[config.mk]
export PLATFORM = sky130hd
export DESIGN_NAME = pe_tile_param_flat
export DESIGN_NICKNAME = d
export VERILOG_FILES = /design/src/rtl/pe_tile_pkg.sv /design/src/rtl/pe_tile_param_if.sv /design/src/rtl/pe_tile_config_regs.sv /design/src/rtl/pe_tile_param.sv /design/src/flat_wrapper.sv
export SDC_FILE = /design/constraint.sdc
export NUM_CORES = 1
export LEC_CHECK = 0
export CAP_MARGIN = 15
export CORE_MARGIN = 8
export CORE_UTILIZATION = 39
export DETAILED_ROUTE_END_ITERATION = 8
export GPL_TIMING_DRIVEN = 0
export PLACE_DENSITY = 0.77
export SKIP_CTS_REPAIR_TIMING = 1
export SLEW_MARGIN = 25
export SYNTH_ARGS = -nofsm -noshare
export SYNTH_HDL_FRONTEND = slang
export SYNTH_HIERARCHICAL = 1
export SYNTH_SLANG_ARGS = --single-unit
[constraint.sdc]
create_clock -name clk -period 6.5 [get_ports clk]
set_clock_uncertainty 0.2 [all_clocks]
set_input_delay 0.975 -clock clk [delete_from_list [all_inputs] [get_ports clk]]
set_output_delay 0.975 -clock clk [all_outputs]
set_load 0.05 [all_outputs]
[src/rtl/pe_tile_pkg.sv]
// pe_tile_pkg: shared definitions for the parametrised PE tile.
//   - side enumeration and flat track numbering helper
//   - config register indices
//   - PE op codes and switch-box source codes
//   - bit positions of fields inside config words
package pe_tile_pkg;

    typedef enum logic [1:0] {
        SIDE_N = 2'd0,
        SIDE_E = 2'd1,
        SIDE_S = 2'd2,
        SIDE_W = 2'd3
    } side_e;

    // Config register indices (config_addr[15:0])
    localparam logic [15:0] REG_SB_N = 16'd0;
    localparam logic [15:0] REG_SB_E = 16'd1;
    localparam logic [15:0] REG_SB_S = 16'd2;
    localparam logic [15:0] REG_SB_W = 16'd3;
    localparam logic [15:0] REG_CB0  = 16'd4;
    localparam logic [15:0] REG_CB1  = 16'd5;
    localparam logic [15:0] REG_PE   = 16'd6;

    // PE op codes; 6 and 7 produce zero
    localparam logic [2:0] OP_ADD    = 3'd0;
    localparam logic [2:0] OP_SUB    = 3'd1;
    localparam logic [2:0] OP_AND    = 3'd2;
    localparam logic [2:0] OP_OR     = 3'd3;
    localparam logic [2:0] OP_XOR    = 3'd4;
    localparam logic [2:0] OP_PASS_A = 3'd5;

    // Switch-box source codes for an output on side s
    localparam logic [1:0] SRC_NEXT = 2'd0;  // in side (s+1)%4
    localparam logic [1:0] SRC_OPP  = 2'd1;  // in side (s+2)%4
    localparam logic [1:0] SRC_PREV = 2'd2;  // in side (s+3)%4
    localparam logic [1:0] SRC_PE   = 2'd3;  // PE result

    // Field positions inside config words
    localparam int unsigned SB_REG_EN_LSB = 16;
    localparam int unsigned PE_REG_EN_BIT = 8;

    // Flat track number used for in_wires/out_wires packing
    function automatic int unsigned flat_track(input int unsigned side,
                                               input int unsigned track,
                                               input int unsigned num_tracks);
        return side * num_tracks + track;
    endfunction

endpackage

[src/rtl/pe_tile_param_if.sv]
// pe_tile_param_if: memory-mapped configuration bus of the PE tile.
//   config_addr      [31:16] tile match, [15:0] register index
//   config_data      write data
//   config_valid     write strobe
//   config_read      read strobe
//   config_read_data registered readback (driven by the tile)
// master: the configuration controller; slave: the tile.
interface pe_tile_param_if;

    logic [31:0] config_addr;
    logic [31:0] config_data;
    logic        config_valid;
    logic        config_read;
    logic [31:0] config_read_data;

    modport master (
        output config_addr,
        output config_data,
        output config_valid,
        output config_read,
        input  config_read_data
    );

    modport slave (
        input  config_addr,
        input  config_data,
        input  config_valid,
        input  config_read,
        output config_read_data
    );

endinterface

[src/rtl/pe_tile_config_regs.sv]
// pe_tile_config_regs: address match, config register file and readback.
// Ports:
//   clk, reset   clock, synchronous active-high reset
//   tile_id      static tile address compared with config_addr[31:16]
//   cfg          config bus (slave side); drives config_read_data
//   sb_src       per side/track switch-box source code
//   sb_reg_en    per side/track switch-box register enable
//   cb0_sel      flat track feeding PE operand a
//   cb1_sel      flat track feeding PE operand b
//   pe_op        PE operation
//   pe_reg_en    PE output register enable
// Fields are stored at their exact width, so writes are implicitly masked and
// unmapped indices neither store nor read back anything.
module pe_tile_config_regs
    import pe_tile_pkg::*;
#(
    parameter int NUM_TRACKS = 4,
    parameter int SEL_W      = 4
) (
    input  logic                               clk,
    input  logic                               reset,
    input  logic [15:0]                        tile_id,
    pe_tile_param_if.slave                     cfg,
    output logic [3:0][NUM_TRACKS-1:0][1:0]    sb_src,
    output logic [3:0][NUM_TRACKS-1:0]         sb_reg_en,
    output logic [SEL_W-1:0]                   cb0_sel,
    output logic [SEL_W-1:0]                   cb1_sel,
    output logic [2:0]                         pe_op,
    output logic                               pe_reg_en
);

    logic [3:0][NUM_TRACKS-1:0][1:0] sb_src_q;
    logic [3:0][NUM_TRACKS-1:0]      sb_en_q;
    logic [SEL_W-1:0]                cb0_q;
    logic [SEL_W-1:0]                cb1_q;
    logic [2:0]                      pe_op_q;
    logic                            pe_en_q;

    logic        match;
    logic [15:0] idx;
    logic [31:0] rd_word;
    logic        unused_data;

    assign match = (cfg.config_addr[31:16] == tile_id);
    assign idx   = cfg.config_addr[15:0];

    // Only the low bits of config_data land in any field.
    assign unused_data = ^cfg.config_data;

    always_ff @(posedge clk) begin
        if (reset) begin
            sb_src_q <= '0;
            sb_en_q  <= '0;
            cb0_q    <= '0;
            cb1_q    <= '0;
            pe_op_q  <= '0;
            pe_en_q  <= 1'b0;
        end else if (cfg.config_valid && match) begin
            case (idx)
                REG_SB_N, REG_SB_E, REG_SB_S, REG_SB_W: begin
                    for (int t = 0; t < NUM_TRACKS; t++) begin
                        sb_src_q[idx[1:0]][t] <= cfg.config_data[2*t +: 2];
                        sb_en_q[idx[1:0]][t]  <= cfg.config_data[SB_REG_EN_LSB + t];
                    end
                end
                REG_CB0: cb0_q <= cfg.config_data[SEL_W-1:0];
                REG_CB1: cb1_q <= cfg.config_data[SEL_W-1:0];
                REG_PE: begin
                    pe_op_q <= cfg.config_data[2:0];
                    pe_en_q <= cfg.config_data[PE_REG_EN_BIT];
                end
                default: ;
            endcase
        end
    end

    always_comb begin
        rd_word = '0;
        case (idx)
            REG_SB_N, REG_SB_E, REG_SB_S, REG_SB_W: begin
                for (int t = 0; t < NUM_TRACKS; t++) begin
                    rd_word[2*t +: 2]            = sb_src_q[idx[1:0]][t];
                    rd_word[SB_REG_EN_LSB + t]   = sb_en_q[idx[1:0]][t];
                end
            end
            REG_CB0: rd_word[SEL_W-1:0] = cb0_q;
            REG_CB1: rd_word[SEL_W-1:0] = cb1_q;
            REG_PE: begin
                rd_word[2:0]          = pe_op_q;
                rd_word[PE_REG_EN_BIT] = pe_en_q;
            end
            default: ;
        endcase
    end

    // Readback samples the pre-write value when read and write coincide.
    always_ff @(posedge clk) begin
        if (reset) begin
            cfg.config_read_data <= '0;
        end else begin
            cfg.config_read_data <= (cfg.config_read && match) ? rd_word : '0;
        end
    end

    assign sb_src    = sb_src_q;
    assign sb_reg_en = sb_en_q;
    assign cb0_sel   = cb0_q;
    assign cb1_sel   = cb1_q;
    assign pe_op     = pe_op_q;
    assign pe_reg_en = pe_en_q;

endmodule

[src/rtl/pe_tile_param.sv]
// pe_tile_param: uniform processing-element tile.
// A 4-side switch box (per-track optional output register), two connect
// boxes selecting PE operands from any input track, a small ALU PE with an
// optional output register, and a config register file with readback.
// Ports:
//   clk, reset   clock, synchronous active-high reset
//   tile_id      static tile address
//   cfg          config bus (slave): addr/data/valid/read in, read_data out
//   in_wires     4*NUM_TRACKS tracks of TRACK_WIDTH bits, side-major (N,E,S,W)
//   out_wires    same packing as in_wires
module pe_tile_param
    import pe_tile_pkg::*;
#(
    parameter int TRACK_WIDTH = 1,
    parameter int NUM_TRACKS  = 4
) (
    input  logic                                   clk,
    input  logic                                   reset,
    input  logic [15:0]                            tile_id,
    pe_tile_param_if.slave                         cfg,
    input  logic [4*NUM_TRACKS*TRACK_WIDTH-1:0]    in_wires,
    output logic [4*NUM_TRACKS*TRACK_WIDTH-1:0]    out_wires
);

    localparam int NUM_FLAT = 4 * NUM_TRACKS;
    localparam int SEL_W    = $clog2(NUM_FLAT);

    logic [3:0][NUM_TRACKS-1:0][1:0] sb_src;
    logic [3:0][NUM_TRACKS-1:0]      sb_reg_en;
    logic [SEL_W-1:0]                cb0_sel;
    logic [SEL_W-1:0]                cb1_sel;
    logic [2:0]                      pe_op;
    logic                            pe_reg_en;

    logic [TRACK_WIDTH-1:0] a_p0;
    logic [TRACK_WIDTH-1:0] b_p0;
    logic [TRACK_WIDTH-1:0] pe_res_p0;
    logic [TRACK_WIDTH-1:0] pe_res_p1;
    logic [TRACK_WIDTH-1:0] pe_out;

    // Modulo-2^TRACK_WIDTH ALU; carry/borrow fall off the top.
    function automatic logic [TRACK_WIDTH-1:0] pe_alu(input logic [2:0]             op,
                                                      input logic [TRACK_WIDTH-1:0] a,
                                                      input logic [TRACK_WIDTH-1:0] b);
        case (op)
            OP_ADD:    return a + b;
            OP_SUB:    return a - b;
            OP_AND:    return a & b;
            OP_OR:     return a | b;
            OP_XOR:    return a ^ b;
            OP_PASS_A: return a;
            default:   return '0;
        endcase
    endfunction

    pe_tile_config_regs #(
        .NUM_TRACKS (NUM_TRACKS),
        .SEL_W      (SEL_W)
    ) u_config_regs (
        .clk       (clk),
        .reset     (reset),
        .tile_id   (tile_id),
        .cfg       (cfg),
        .sb_src    (sb_src),
        .sb_reg_en (sb_reg_en),
        .cb0_sel   (cb0_sel),
        .cb1_sel   (cb1_sel),
        .pe_op     (pe_op),
        .pe_reg_en (pe_reg_en)
    );

    // Connect boxes: selects beyond the last flat track read as zero
    // (possible when 4*NUM_TRACKS is not a power of two).
    always_comb begin
        a_p0 = '0;
        b_p0 = '0;
        for (int i = 0; i < NUM_FLAT; i++) begin
            if (cb0_sel == SEL_W'(i)) a_p0 = in_wires[i*TRACK_WIDTH +: TRACK_WIDTH];
            if (cb1_sel == SEL_W'(i)) b_p0 = in_wires[i*TRACK_WIDTH +: TRACK_WIDTH];
        end
    end

    assign pe_res_p0 = pe_alu(pe_op, a_p0, b_p0);

    // ---- stage p0 -> p1: optional PE output register ----
    always_ff @(posedge clk) begin
        if (reset) begin
            pe_res_p1 <= '0;
        end else begin
            pe_res_p1 <= pe_res_p0;
        end
    end

    assign pe_out = pe_reg_en ? pe_res_p1 : pe_res_p0;

    // Switch box
    for (genvar s = 0; s < 4; s++) begin : g_side
        for (genvar t = 0; t < NUM_TRACKS; t++) begin : g_track
            localparam int NEXT_LSB = flat_track((s + 1) % 4, t, NUM_TRACKS) * TRACK_WIDTH;
            localparam int OPP_LSB  = flat_track((s + 2) % 4, t, NUM_TRACKS) * TRACK_WIDTH;
            localparam int PREV_LSB = flat_track((s + 3) % 4, t, NUM_TRACKS) * TRACK_WIDTH;
            localparam int OUT_LSB  = flat_track(s, t, NUM_TRACKS) * TRACK_WIDTH;

            logic [TRACK_WIDTH-1:0] route_p0;
            logic [TRACK_WIDTH-1:0] route_p1;

            always_comb begin
                route_p0 = '0;
                case (sb_src[s][t])
                    SRC_NEXT: route_p0 = in_wires[NEXT_LSB +: TRACK_WIDTH];
                    SRC_OPP:  route_p0 = in_wires[OPP_LSB  +: TRACK_WIDTH];
                    SRC_PREV: route_p0 = in_wires[PREV_LSB +: TRACK_WIDTH];
                    default:  route_p0 = pe_out;
                endcase
            end

            // ---- stage p0 -> p1: optional track register ----
            always_ff @(posedge clk) begin
                if (reset) begin
                    route_p1 <= '0;
                end else begin
                    route_p1 <= route_p0;
                end
            end

            assign out_wires[OUT_LSB +: TRACK_WIDTH] = sb_reg_en[s][t] ? route_p1 : route_p0;
        end
    end

endmodule

[src/flat_wrapper.sv]
// flat-port wrapper written by rule: the top's interface ports become plain ports
module pe_tile_param_flat import pe_tile_pkg::*;
#(
    parameter int TRACK_WIDTH = 1,
    parameter int NUM_TRACKS  = 4
)
  (clk, reset, tile_id, in_wires, out_wires, cfg_config_addr, cfg_config_data, cfg_config_valid, cfg_config_read, cfg_config_read_data);
  pe_tile_param_if cfg_i ();
  input  logic clk;
  input  logic reset;
  input  logic [15:0] tile_id;
  input  logic [4*NUM_TRACKS*TRACK_WIDTH-1:0] in_wires;
  output logic [4*NUM_TRACKS*TRACK_WIDTH-1:0] out_wires;
  input wire logic [$bits(cfg_i.config_addr)-1:0] cfg_config_addr;
  input wire logic [$bits(cfg_i.config_data)-1:0] cfg_config_data;
  input wire logic [$bits(cfg_i.config_valid)-1:0] cfg_config_valid;
  input wire logic [$bits(cfg_i.config_read)-1:0] cfg_config_read;
  output wire logic [$bits(cfg_i.config_read_data)-1:0] cfg_config_read_data;
  assign cfg_i.config_addr = cfg_config_addr;
  assign cfg_i.config_data = cfg_config_data;
  assign cfg_i.config_valid = cfg_config_valid;
  assign cfg_i.config_read = cfg_config_read;
  assign cfg_config_read_data = cfg_i.config_read_data;
  pe_tile_param #(.TRACK_WIDTH(TRACK_WIDTH), .NUM_TRACKS(NUM_TRACKS)) u_core (.clk(clk), .reset(reset), .tile_id(tile_id), .cfg(cfg_i), .in_wires(in_wires), .out_wires(out_wires));
endmodule
# == Word level (Yosys, flattened, before mapping) ==
# Cells that the tools add are included.
# Widths: inputs -> output; s select.
# totals
elab_cells,256
ramBits,0
output_inout_bits,48
input_bits,100
mem_count,0
register_bits,109
rom_bits,0
latchBits,0
# classes
addsub,2
n_lt_le_gt_ge,2
eq_ne,74
n_shift,0
reduce_logical,31
bitwise_logic,6
mux,96
mul,0
n_div,0
# ops
operator,n
$bwmux 32,4
$bwmux 16,4
$demux 8 s2,4
$eq 4x4->1 const B,16
$pmux 1 s3,17
$mux 1,50
$eq 16x3->1 const B,3
$demux 4 s2,4
$eq 16x2->1 const B,2
$eq 2x1->1 const B,16
$eq 2x2->1 const B,16
$eq 4x3->1 const B,8
$logic_not 2->1,16
$bmux 8 s2,1
$eq 16x1->1 const B,1
$eq 16x16->1,1
$eq 4x2->1 const B,4
$logic_not 16->1,1
$mux 8,2
$mux 4,3
$pmux 3 s4,1
$bmux 4 s2,1
$eq 4x1->1 const B,2
$logic_not 4->1,2
21 further kinds,32

# == Longest topological paths before layout ==
# depth
word_depth,22
mapped_depth,15
depth_no_buf,13

# == Hierarchy ==
# Netlist, hierarchy kept.
# modules_own_cells
mod,seq_area_each_um2,area_each_um2,n_inst,cells_each
pe_tile_config_regs,1461.4,3577.2,1,337
pe_tile_param,340.3,2049.5,1,274

# == Worst setup path after synthesis ==
# No wires, ideal clock.
# synth_timing
path_kind,input to output
from,in in_wires[9]
to,out out_wires[0]
path_stages,9
path_buffers,0
required_ps,5325
arrival_time_ps,4099
path_slack_ps,1226
path_cell_list,mux2i_1 > a32oi_1 > o2111ai_1 > a21oi_1 > inv_1 > ha_1 > a2111oi_4 > o21bai_2 > o41ai_1
# synth_via
elab_chain_len,12
word_cells_on_any_way,23
classes_between,add/sub (2); mux (18); bitwise (3)
# synth_lines
element,line,text
start: declaration,flat_wrapper.sv:12,input logic [4*NUM_TRACKS*TRACK_WIDTH-1:0] in_wires;
"$mux 1, on equally long branches (7 in series)","pe_tile_param.sv:78, pe_tile_param.sv:79",
$sub 1x1->1 (tied with other cells),pe_tile_param.sv:47,OP_SUB: return a - b;
$pmux 1 s6 *,pe_tile_param.sv:45,case (op)
$mux 1 *,pe_tile_param.sv:94,assign pe_out = pe_reg_en ? pe_res_p1 : pe_res_p0;
$pmux 1 s3 *,pe_tile_param.sv:109,case (sb_src[s][t])
$mux 1 *,pe_tile_param.sv:126,assign out_wires[OUT_LSB +: TRACK_WIDTH] = sb_reg_en[s][t] ? route_p1 : route_p0;
end: declaration,flat_wrapper.sv:13,output logic [4*NUM_TRACKS*TRACK_WIDTH-1:0] out_wires;
# Mark *: on every way between the ends. The rest lies on a longest branch, timed or not.

# == Worst setup path after layout ==
# layout_timing
from,in in_wires[4]
to,out out_wires[4]
# layout_via
elab_chain_len,17
word_cells_on_any_way,33
classes_between,add/sub (2); mux (28); bitwise (3)
# layout_lines
element,line
"$mux 1, on equally long branches (12 in series)","pe_tile_param.sv:78, pe_tile_param.sv:79"
$sub 1x1->1 (tied with other cells),pe_tile_param.sv:47
$pmux 1 s6 *,pe_tile_param.sv:45
$mux 1 *,pe_tile_param.sv:94
$pmux 1 s3 *,pe_tile_param.sv:109
$mux 1 *,pe_tile_param.sv:126
# Marked as above.

==> impl_metrics.toml <==
[timing]
clock.fmax_ghz = 0.1595
whs_ns = 0.2657
hold_violations = 0
setup_viol_count_final = 0
setup_ws_ns = 0.2320
slew_headroom_pct = 49.34
finalCritPeriodShare_pct = 96.43
drv_slew = 0
min_period_ns = 6.268
fin_setup_tns_ns = 0
tightest_slew_ns = 0.7598

[worst_setup_path]
cpMostUsedCell = "a21oi_1"
crit_arrival_ns = 5.09
startpoint = "in_wires[4]"
crit_chain = "clkdlybuf4s50_1 > mux2i_1 > a32oi_1 > o2111ai_1 > a21oi_1 > inv_1 > ha_1 > nor4bb_1 > o31ai_4 > clkbuf_1 > nand2_1 > o21ai_0 > a211oi_1 > a21oi_1 > o41ai_2 > dlymetal6s2s_1"
required_ns = 5.32
slowest_stage = "clkdlybuf4s50_1"
slowest_delay_ns = 0.61
reg2reg_from = "u_core/u_config_regs/cb1_sel[0]"
crit_fanout = 10
start_kind = "input pin"
setup.worst_path.end_class = "output pin"
criticalPathCategory = "in -> out"

[final_layout]
fin_nets = 848
layout-drive-gt1-share_pct = 10.65
nFillCells = 1365
diodes = 0
area_delta_synth_final_pct = 30.55
final_cell_area_sq_um = 7346
multi_input_area_sq_um = 3540
regArea_sq_um = 1802

[hold_path]
hold_path_class = "reg -> reg"
hp-start = "u_core/u_config_regs/pe_reg_en"

[floorplanning]
fp.dieW_um = 136.1
coreArea_sq_um = 14310
die_h_um = 136.1
die-area_sq_um = 18530
ioPinCount = 148
num_rows = 44
start_util_pct = 39.31

[synth]
postSynth.asyncResetShare_pct = 0
synth_cells = 611
synth_cell_type_count = 47
synth_area_sq_um = 5627
synthFlopType = "dfxtp_1"
seq_area_frac_synth_pct = 32.02
synth-edff-count = 0
synth_seq_cells = 90
avgSynthCellArea_sq_um = 9.209
yosys_warnings = 6

[placed_design]
globalplace.congestion = 0.9774
io_buffer_count = 107
dpl-instance-area_sq_um = 7000
pre_cts_ws_ns = -0.1973
dp.final_hpwl_mm = 13.72

[cts]
insertion_delay_ns = 0.35
htree_num_levels = 3
cts-buffers-inserted = 9
cts_tree = "done"
clkTransAtPathRegs_ns = 0.06
root_buffer = "clkbuf_16"
cts_buffer_depth = 2
clock-sinks = 90

[global_route]
grt_pass1_vias = 4950
grt_overflow = 0
antenna_found_initial = 0
grt_max_degree = 14
gr-usage-all-layers_pct = 20.00
grt_first_pass_wirelength_mm = 28.21

[detailed_routing]
dr.pass1.iters = 5
drcViolationCount = 0
routed_wl_mm = 18.60
avgViaCountPerCell = 5.547
drt_iter0_markers = 493
num_vias = 5186
wire_per_inst_um = 19.89
ant_nets = 0

[power_and_ir_drop]
vdd_drop_max_v = 0.0001099
leakagePower_nw = 2.908
finalPower_w = 0.001332
power.density_nw_per_um2 = 181.3

[status]
status = "finished clean"

[flow_run]
maxCapViolCount = 0
## sequential cells by signal, indices dropped and copies added (netlist names), 3 cells and up
signal and cells:
u_core/g_side.g_track.route_p1 16, u_core/u_config_regs/cb0_sel 4, u_core/u_config_regs/cb1_sel 4, u_core/u_config_regs/cfg.config_read_data 13, u_core/u_config_regs/pe_op 3, u_core/u_config_regs/sb_reg_en 16, u_core/u_config_regs/sb_src 32
## layer usage
metal	vias to the layer above	routed length, um	track usage, %	part of all wire (%)
li1	2455	-	-	-
met5	-	0	0	0
met1	2459	7949	25.94	43
met2	231	8577	31.54	46
met4	0	555	8.298	3.0
met3	41	1513	4.287	8.1
## power breakdown
part | internal (W) | leakage, nW | switching [W]
registers | 0.000557 | 0.729 | 0.00000142
clock network | 0.000327 | 0.152 | 0.000223
logic | 0.0000987 | 2.03 | 0.000125
## cells in the mapped netlist (17+ instances only)
master	instances	share of area, %
dfxtp_1	90	32
buf_4	21	2.8
a21oi_1	25	2.2
inv_1	19	1.3
a211oi_1	48	6.4
mux2i_1	71	13
and2_1	28	3.1
nand2_1	20	1.3
o21ai_0	35	3.1
nor2_1	31	2.1
clkbuf_1	17	1.1
nand2b_1	77	8.6
## critical path, delay by kind of cell
| kind | cells | cell delay (ns) |
|---|---|---|
| and+or+nand+nor | 2 | 0.77 |
| AOI/OAI and AO/OA | 8 | 1.41 |
| muxes | 1 | 0.12 |
| buffers and inverters | 4 | 1.56 |
| adders and majority gates | 1 | 0.25 |
## cells by family (layout without fill, tap and decap cells)
family / count (synthesis) / after routing / synth area share [%]
other: 1 / 19 / 0.06665
AO/OA/AOI/OAI: 139 / 139 / 18.21
adder cells (fa/ha/maj): 1 / 1 / 0.2223
multiplexers: 89 / 89 / 19.23
XOR/XNOR: 16 / 16 / 2.490
flip-flops: 90 / 90 / 32.02
AND/OR/NAND/NOR: 205 / 205 / 21.13
buffers and inverters: 70 / 192 / 6.627
## cell type report
type	count	share of cell area, %
Inverter	19	0.9709
Clock inverter	2	0.4769
Clock buffer	13	3.679
Tap cell	184	3.134
Multi-Input combinational cell	469	48.19
Buffer	51	4.105
Timing Repair Buffer	107	14.92
Sequential cell	90	24.53
## cells in the final DEF, fill, tap and decap left out, drive strengths merged, types with 7 or more instances in the layout
master          n
a211oi         48
a21oi          26
and2           28
buf            34
clkbuf         30
clkdlybuf4s50  97
conb           19
dfxtp          90
dlymetal6s2s   10
inv            19
mux2i          71
mux4           15
nand2          20
nand2b         77
nand3           7
nand4           9
nor2           31
nor2b           9
nor3b           9
o21ai          35
o41ai          16
xnor2          16
## per-stage QoR
stage / util (%) / instances
after floorplan: - / 629
after global placement: 48.87 / 920
after detailed placement: 48.91 / 920
after CTS: 51.04 / 935
after global routing: 51.32 / 935
final: 51.32 / 935
## path summary, 6_finish.rpt
check / cells after the start / to / slack [ns]
worst min register to register: 2 / u_core/u_config_regs/cfg.config_read_data[8] / 0.27
worst min-delay path: 2 / u_core/u_config_regs/cfg.config_read_data[8] / 0.27
worst max-delay path: 16 / out_wires[4] / 0.23
worst max register to register: 14 / u_core/g_side[1].g_track[1].route_p1 / 2.61
(Power assumes the default switching activity.)
